===== src/rtl/shared_adder_arbiter.sv =====
// Round-robin arbiter that time-shares one carry-select adder among NREQ
// requesters and returns results on a single tagged response channel.

module carry_select_adder #(
  parameter int N = 16
) (
  input  logic [N-1:0] a,
  input  logic [N-1:0] b,
  input  logic         cin,
  output logic [N-1:0] sum,
  output logic         cout,
  output logic         c_msb
);
  localparam int H = N / 2;

  logic [H:0]   lo;
  logic [H-1:0] mid0;
  logic [H-1:0] mid1;
  logic [H-1:0] mid;
  logic         top;

  // Upper half (minus the sign bit) is precomputed for both carry-ins;
  // the lower-half carry picks one. The sign bit is kept separate so the
  // carry into it is available for overflow detection.
  assign lo    = {1'b0, a[H-1:0]} + {1'b0, b[H-1:0]} + {{H{1'b0}}, cin};
  assign mid0  = {1'b0, a[N-2:H]} + {1'b0, b[N-2:H]};
  assign mid1  = {1'b0, a[N-2:H]} + {1'b0, b[N-2:H]} + {{(H-1){1'b0}}, 1'b1};
  assign mid   = lo[H] ? mid1 : mid0;
  assign c_msb = mid[H-1];
  assign top   = a[N-1] ^ b[N-1] ^ c_msb;
  assign cout  = (a[N-1] & b[N-1]) | (c_msb & (a[N-1] ^ b[N-1]));
  assign sum   = {top, mid[H-2:0], lo[H-1:0]};
endmodule

module shared_adder_arbiter #(
  parameter int N    = 16,
  parameter int NREQ = 4,
  parameter int IDW  = 2
) (
  input  logic              clk,
  input  logic              rst_n,
  input  logic [NREQ-1:0]   req_valid,
  output logic [NREQ-1:0]   req_ready,
  input  logic [NREQ*N-1:0] req_a,
  input  logic [NREQ*N-1:0] req_b,
  input  logic [NREQ-1:0]   req_sub,
  output logic              rsp_valid,
  input  logic              rsp_ready,
  output logic [IDW-1:0]    rsp_id,
  output logic [N-1:0]      rsp_result,
  output logic              rsp_carry,
  output logic              rsp_overflow,
  output logic              rsp_negative
);
  typedef enum logic [1:0] {IDLE, BUSY, DONE} state_t;

  state_t         state;
  state_t         state_nxt;
  logic [IDW-1:0] ptr;
  logic [IDW-1:0] cand;
  logic [IDW-1:0] gidx;
  logic           found;
  logic           can_grant;
  logic           accept;

  logic [N-1:0]   op_a;
  logic [N-1:0]   op_b;
  logic           op_sub;
  logic [IDW-1:0] op_id;

  logic [N-1:0]   b_eff;
  logic [N-1:0]   sum;
  logic           cout;
  logic           c_msb;

  // Search starts just after the last winner so every requester gets a turn.
  always_comb begin
    found = 1'b0;
    gidx  = '0;
    cand  = '0;
    for (int k = 1; k <= NREQ; k++) begin
      cand = IDW'((int'(ptr) + k) % NREQ);
      if (!found && req_valid[cand]) begin
        found = 1'b1;
        gidx  = cand;
      end
    end
  end

  assign can_grant = rst_n && ((state == IDLE) || ((state == DONE) && rsp_ready));
  assign accept    = can_grant && found;
  assign req_ready = accept ? (NREQ'(1) << gidx) : '0;
  assign rsp_valid = (state == DONE);

  always_comb begin
    state_nxt = state;
    case (state)
      IDLE:    if (found) state_nxt = BUSY;
      BUSY:    state_nxt = DONE;
      DONE:    if (rsp_ready) state_nxt = found ? BUSY : IDLE;
      default: state_nxt = IDLE;
    endcase
  end

  assign b_eff = op_sub ? ~op_b : op_b;

  carry_select_adder #(.N(N)) u_adder (
    .a     (op_a),
    .b     (b_eff),
    .cin   (op_sub),
    .sum   (sum),
    .cout  (cout),
    .c_msb (c_msb)
  );

  always_ff @(posedge clk or negedge rst_n) begin
    if (!rst_n) begin
      state        <= IDLE;
      ptr          <= IDW'(NREQ - 1);
      op_a         <= '0;
      op_b         <= '0;
      op_sub       <= 1'b0;
      op_id        <= '0;
      rsp_id       <= '0;
      rsp_result   <= '0;
      rsp_carry    <= 1'b0;
      rsp_overflow <= 1'b0;
      rsp_negative <= 1'b0;
    end else begin
      state <= state_nxt;
      if (accept) begin
        op_a   <= req_a[int'(gidx)*N +: N];
        op_b   <= req_b[int'(gidx)*N +: N];
        op_sub <= req_sub[gidx];
        op_id  <= gidx;
        ptr    <= gidx;
      end
      // Negative is the true sign: the wrapped sign bit corrected by overflow.
      if (state == BUSY) begin
        rsp_id       <= op_id;
        rsp_result   <= sum;
        rsp_carry    <= cout;
        rsp_overflow <= c_msb ^ cout;
        rsp_negative <= (c_msb ^ cout) ^ sum[N-1];
      end
    end
  end
endmodule


===== config.mk =====
export PLATFORM = sky130hd
export DESIGN_NAME = shared_adder_arbiter
export DESIGN_NICKNAME = d
export VERILOG_FILES = /design/src/rtl/shared_adder_arbiter.sv
export SDC_FILE = /design/constraint.sdc
export NUM_CORES = 1
export LEC_CHECK = 0
export ABC_AREA = 1
export CAP_MARGIN = 20
export CELL_PAD_IN_SITES_DETAIL_PLACEMENT = 2
export CELL_PAD_IN_SITES_GLOBAL_PLACEMENT = 2
export CORE_MARGIN = 5
export CORE_UTILIZATION = 26
export CTS_BUF_LIST = sky130_fd_sc_hd__clkbuf_4 sky130_fd_sc_hd__clkbuf_8
export DETAILED_ROUTE_END_ITERATION = 10
export GPL_ROUTABILITY_DRIVEN = 0
export PLACE_DENSITY = 0.89
export SLEW_MARGIN = 20
export SYNTH_ARGS = -nofsm -noshare
export SYNTH_HDL_FRONTEND = slang
export SYNTH_SLANG_ARGS = --single-unit

===== constraint.sdc =====
create_clock -name clk -period 7.4 [get_ports clk]
set_input_delay 1.11 -clock clk [delete_from_list [all_inputs] [get_ports clk]]
set_output_delay 1.11 -clock clk [all_outputs]
set_load 0.02 [all_outputs]

# --- After elaboration in Yosys (flattened, before gate mapping) ---
# Cells that the tools add are included.
totals:
  register_bits: 60
  wordCells: 76
  out_inout_bits: 26
  in_bits: 139
op_classes:
  mux: 25
  shift: 3
  n_reduce_logical: 12
  n_eq_ne: 4
  addsub: 8
  bitwise: 8
  order_cmp: 5
op_table:
  columns: ["cell", "n"]
  rows:
  - ["64-bit by 7-bit variable part select with 16-bit output", 2]
  - ["16-bit 2-to-1 mux", 1]
  - ["16-bit inverter", 1]
  - ["2-bit by 3-bit less-than comparator with 1-bit output (second input constant)", 5]
  - ["2-bit 2-to-1 mux", 6]
  - ["1-bit binary-select mux with 2-bit select", 5]
  - ["1-bit 2-to-1 mux", 10]
  - ["8-bit by 8-bit adder with 9-bit output", 1]
  - ["9-bit by 1-bit adder with 9-bit output", 1]
  - ["7-bit by 7-bit adder with 8-bit output", 1]
  - ["8-bit by 1-bit adder with 8-bit output (second input constant)", 1]
  - ["8-bit 2-to-1 mux", 1]
  - ["1-bit logical AND", 6]
  - ["2-bit case mux with 3 select lines", 1]
  - ["2-bit by 1-bit adder with 2-bit output (second input constant)", 2]
  - ["2-bit adder (second input constant)", 2]
  - ["4-bit 2-to-1 mux", 1]
  - ["1-bit by 2-bit left shift with 4-bit output (first input constant)", 1]
  - ["1-bit bitwise XOR", 4]
  - ["1-bit zero test", 3]
  - ["1-bit AND", 2]
  - ["2-bit by 1-bit equality test with 1-bit output (second input constant)", 1]
  - ["2-bit equality test (second input constant)", 1]
  - ["2-bit zero test", 1]
  - ["5 further kinds", 5]

# --- Logic depth before layout (Yosys ltp) ---
depth:
  ltp_word: 16
  ltp_mapped: 20
  depth_no_buf: 19

# --- Modules after synthesis ---
# From an unflattened synthesis, not the netlist that was laid out.
unflattened:
  cells_unflattened: 711
  area_unflattened_um2: 4862.2
by_module_without_submodules:
  columns: ["mod", "cells_per_inst", "seq_area_each_um2", "area_per_inst_um2", "n_inst"]
  rows:
  - ["shared_adder_arbiter", 562, 1503.9, 3943.8, 1]
  - ["carry_select_adder", 149, 0.0, 918.4, 1]

# --- Worst setup path before layout ---
# Ideal clock, no wire load.
synth_timing:
  kind: "input to output"
  from: "input req_valid[3]"
  to: "output req_ready[1]"
  stages: 11
  path_buffers: 2
  arrival_ns: 2.388
  required_ns: 6.290
  path_slack_ns: 3.902
  cell_sequence: "nand2_1 > nand2_1 > nand2_1 > nand2_1 > nor2_4 > nand3_1 > nand2_2 > buf_4 > buf_4 > nand3_1 > nor2_1"
synth_between:
  elab_chain_len: 14
  word_cells_on_any_way: 25
  classes_between: "shift (1); mux (17); reduce/logical (7)"
synth_rtl:
  columns: ["item", "line_no", "text"]
  rows:
  - ["start, declared", "42", "input logic [NREQ-1:0] req_valid,"]
  - ["1-bit binary-select mux with 2-bit select", "83", "if (!found && req_valid[cand]) begin"]
  - ["1-bit 2-to-1 mux (not written as such)", "83", null]
  - ["1-bit 2-to-1 mux", "83", null]
  - ["1-bit zero test", "83", null]
  - ["1-bit logical AND", "83", null]
  - ["1-bit 2-to-1 mux", "83", null]
  - ["1-bit zero test", "83", null]
  - ["1-bit logical AND", "83", null]
  - ["1-bit 2-to-1 mux", "83", null]
  - ["1-bit zero test", "83", null]
  - ["1-bit logical AND", "83", null]
  - ["2-bit 2-to-1 mux or 1-bit 2-to-1 mux (tied branches)", "83", null]
  - ["1-bit by 2-bit left shift with 4-bit output or 1-bit logical AND (tied branches)", "92, 91", null]
  - ["4-bit 2-to-1 mux *", "92", "assign req_ready = accept ? (NREQ'(1) << gidx) : '0;"]
  - ["end, declared", "43", "output logic [NREQ-1:0] req_ready,"]
# Every way passes the cells marked *; elsewhere a longest branch is shown, timed or not. The select of a mux whose other input is x is not followed.

# --- Worst setup path in the final report ---
layout_timing:
  from: "input req_valid[2]"
  to: "output req_ready[1]"
# The elaborated chain is that of the path after synthesis.

==> impl_results.md <==
* Initial antenna violation count at 1
* Final hold vios at 0
* Register clock-pin slew on the reported worst setup and hold paths at 70 ps
* Tcrit/Tclk final at between 70% and 80%
* Worst EP arrival at 4350 ps
* RSZ-0062 raised after global routing: false
* Cts repair resizes at 0
* Crit. End Element: primary output
* Peak VDD IR at between 300 and 400 uV
* Ports at 165
* WL/cell at 16.87 microns
* DRC Markers at 0
* Yosys top cell area share at around 28%
* Worst path required time at 6290 ps
* Worst slew pin tran at around 900 ps
* Total power draw at 4.154 mW
* Crit start category: primary input
* # Post-CTS Setup Buffers at 0
* Leading area contributor after synthesis: dfrtp_1
* Layout cell share with drive strength beyond 1 at 4.684%
* Synth area leaders: dfrtp_1, nand2_1, nand3_1, inv_1, ha_1
* Static leakage power at 3.955 nW
* Peak Freq at 0.1830 GHz
* Mapped Cells at 836
* Core Footprint at 19530 sq um
* Pin count of the biggest net entering global routing at 68
* Total Die Area at 22800 sq um
* I/O Buffers at ~160
* CTS buffer count at 9
* Sequential-to-total area share from yosys stat at 29.10%
* HPWL after DPL at 15990 microns
* Number of DRC markers in iteration 0 at 240
* Status: complete, no violations
* Synthesized net count at 995
* Nets@finish at ~1100
* P per Cell Area at 574.8 nW/um^2
* Register-to-register setup slack at 3340 ps
* Initial core utilization at 26.46%
* # hold bufs at CTS at 0
* Remaining antenna violation count at 0
* Final Max Slew Viols at 0
* Syn. warnings at 0
* Post-Synth Adder-Cell Area at 5.424%
* Syn avg cell area at 6.181 sq um
* Via total after detailed routing at 5750
* HP Start: state[1]
* Worst R2R Start: op_sub
* Post-synthesis mux area share at 0%
* Critical path class: in -> out
* Complex-gate fraction of the synthesized area at 4.479%
* CTS Root Cell: clkbuf_8
* Unique masters post-synth at 36
* Setup TNS at 0 ps
* Final WL at 21030 microns
* Aggregate global-route resource usage at between 10% and 20%
* Chip Height at 151.0 microns
* Synth Area in XOR/XNOR at 4.407%
* Fill count at between 2000 and 2500
* DRT Pass-1 Iters at 4
* Max_slew headroom at 39.38%
* Number of H-tree levels at 3
* Largest family of logic cells by synthesized area: simple AND/OR/NAND/NOR gates
* Maximum buffer depth of the clock tree at 2
* # Max-Cap Violations at 0
* Worst-path maximum fanout at 40
* Area occupied by multi-input gates at 2819 sq um
* Antenna Diode Count at 0
* Minimum clock period at between 5000 and 6000 ps
* Seq. cell area at 1504 sq um
* Number of global-route vias before repair at 6457
* Wire length of the first global-routing pass at 33740 microns
* Syn-to-layout area delta at 39.85%
* Yosys reg bits at 60
* Hold/Removal Path Class: reg -> reg
* Setup violators final at 0
* Clock Skews at 14.58 ps
* Worst setup startpoint: req_valid[2]
* Clock Latency Late Sink at 360 ps
* Synthesized area at 5167 sq um
* Clock sinks at 60
* CTS tree: done
* Chip width at 151.0 microns
* WHS at 455.9 ps
* Total grt overflow at 0
* Simple-gate share of the synthesized area at 40.05%
* Via density at 4.611
* Placement Rows at 51
-- layer usage --
metal	part of all wire, %	vias up	track usage, %
met5	0.057	-	0
met4	1.3	2	3.672
met3	4.3	23	3.561
met2	53	114	35.41
met1	41	2792	22.28
li1	-	2819	-
-- worst paths after layout --
check	cells past startpoint	end
setup / recovery	14	req_ready[1]
hold / removal	1	state[1]
setup reg to reg	17	rsp_overflow
hold reg to reg	1	state[1]
max in group asynchronous	2	rsp_result[12]
min in group asynchronous	2	rsp_id[0]
-- kinds of logic (layout without fill, tap and decap cells) --
logic type,after synthesis,in the layout
and+or+nand+nor,483,483
buffers and inverters,205,351
DFF,60,60
AOI/OAI and AO/OA,42,42
xor gates and xnor gates,26,26
adders and majority gates,20,20
-- critical path, cell delays in order --
cell and delay (ps):
clkdlybuf4s50_1 510, nand2_1 70, nand2_1 110, nand2_1 70, nand2_1 110, inv_1 60
nand2_1 100, o21ai_1 80, inv_2 60, nand2_2 350, inv_2 690, nand3_1 220
nor2_1 140, clkdlybuf4s50_1 640
-- cells in the mapped netlist --
| library cell | n |
|---|---|
| a31oi_1 | 2 |
| xnor2_1 | 5 |
| nor2_2 | 1 |
| buf_2 | 21 |
| o211ai_1 | 1 |
| nand3b_1 | 3 |
| inv_2 | 4 |
| a21o_1 | 1 |
| or2_2 | 2 |
| buf_1 | 1 |
| nor3_1 | 1 |
| dfstp_2 | 2 |
| nor2_1 | 25 |
| buf_4 | 9 |
| o21ai_0 | 19 |
| inv_1 | 160 |
| xor2_1 | 21 |
| nand3_1 | 148 |
| nand4_1 | 4 |
| o21ai_1 | 1 |
| nand2_2 | 8 |
| o21bai_1 | 1 |
| nand2_4 | 1 |
| a21oi_2 | 1 |
| nand3_2 | 1 |
| o31ai_1 | 1 |
| nand2_1 | 288 |
| a21boi_0 | 2 |
| inv_4 | 1 |
| fa_1 | 4 |
| ha_1 | 16 |
| dfrtp_1 | 58 |
| a21oi_1 | 13 |
| clkbuf_1 | 6 |
| nor2_4 | 1 |
| buf_6 | 3 |
-- stage by stage --
step           area, sq um  std cells  utilization, %  worst slack (ps)
2_1_floorplan         5167        836               -              3902
3_3_place_gp          6958       1231           35.63              2022
3_5_place_dp          6958       1231           35.63              1925
4_1_cts               7227       1247           37.01              1877
5_1_grt               7227       1247           37.01              1623
6_report              7227       1247           37.01              1936
-- layout make-up --
cell class | count | share of cell area (%)
Multi-Input combinational cell | 571 | 39.01
Timing Repair Buffer | 170 | 23.27
Sequential cell | 60 | 20.81
Inverter | 165 | 8.605
Tap cell | 265 | 4.588
Clock buffer | 13 | 2.476
Clock inverter | 3 | 1.247
-- sequential cells by signal, indices dropped and copies added, names as in the netlist --
register	flops
op_b	16
rsp_result	16
rsp_negative	1
rsp_overflow	1
ptr	2
state	2
rsp_carry	1
op_id	2
rsp_id	2
op_sub	1
op_a	16
-- power breakdown --
group / total [mW] / internal [mW] / switching, mW
logic: 3.11 / 1.05 / 2.06
registers: 0.645 / 0.501 / 0.144
clock network: 0.403 / 0.261 / 0.142
-- cells in the final DEF, fill, tap and decap left out, types with 2 or more instances in the layout --
| master | Yosys | layout |
|---|---|---|
| a21boi_0 | 2 | 2 |
| a21oi_1 | 13 | 13 |
| a31oi_1 | 2 | 2 |
| buf_4 | 9 | 6 |
| bufinv_16 | 0 | 3 |
| clkbuf_8 | 0 | 13 |
| clkdlybuf4s50_1 | 0 | 163 |
| dfrtp_1 | 58 | 58 |
| dfstp_2 | 2 | 2 |
| fa_1 | 4 | 4 |
| ha_1 | 16 | 16 |
| inv_1 | 160 | 160 |
| inv_2 | 4 | 4 |
| nand2_1 | 288 | 287 |
| nand2_2 | 8 | 9 |
| nand3_1 | 148 | 148 |
| nand3b_1 | 3 | 3 |
| nand4_1 | 4 | 4 |
| nor2_1 | 25 | 25 |
| o21ai_0 | 19 | 19 |
| or2_2 | 2 | 2 |
| xnor2_1 | 5 | 5 |
| xor2_1 | 21 | 21 |
No activity file was read; power rests on OpenSTA's default activity.
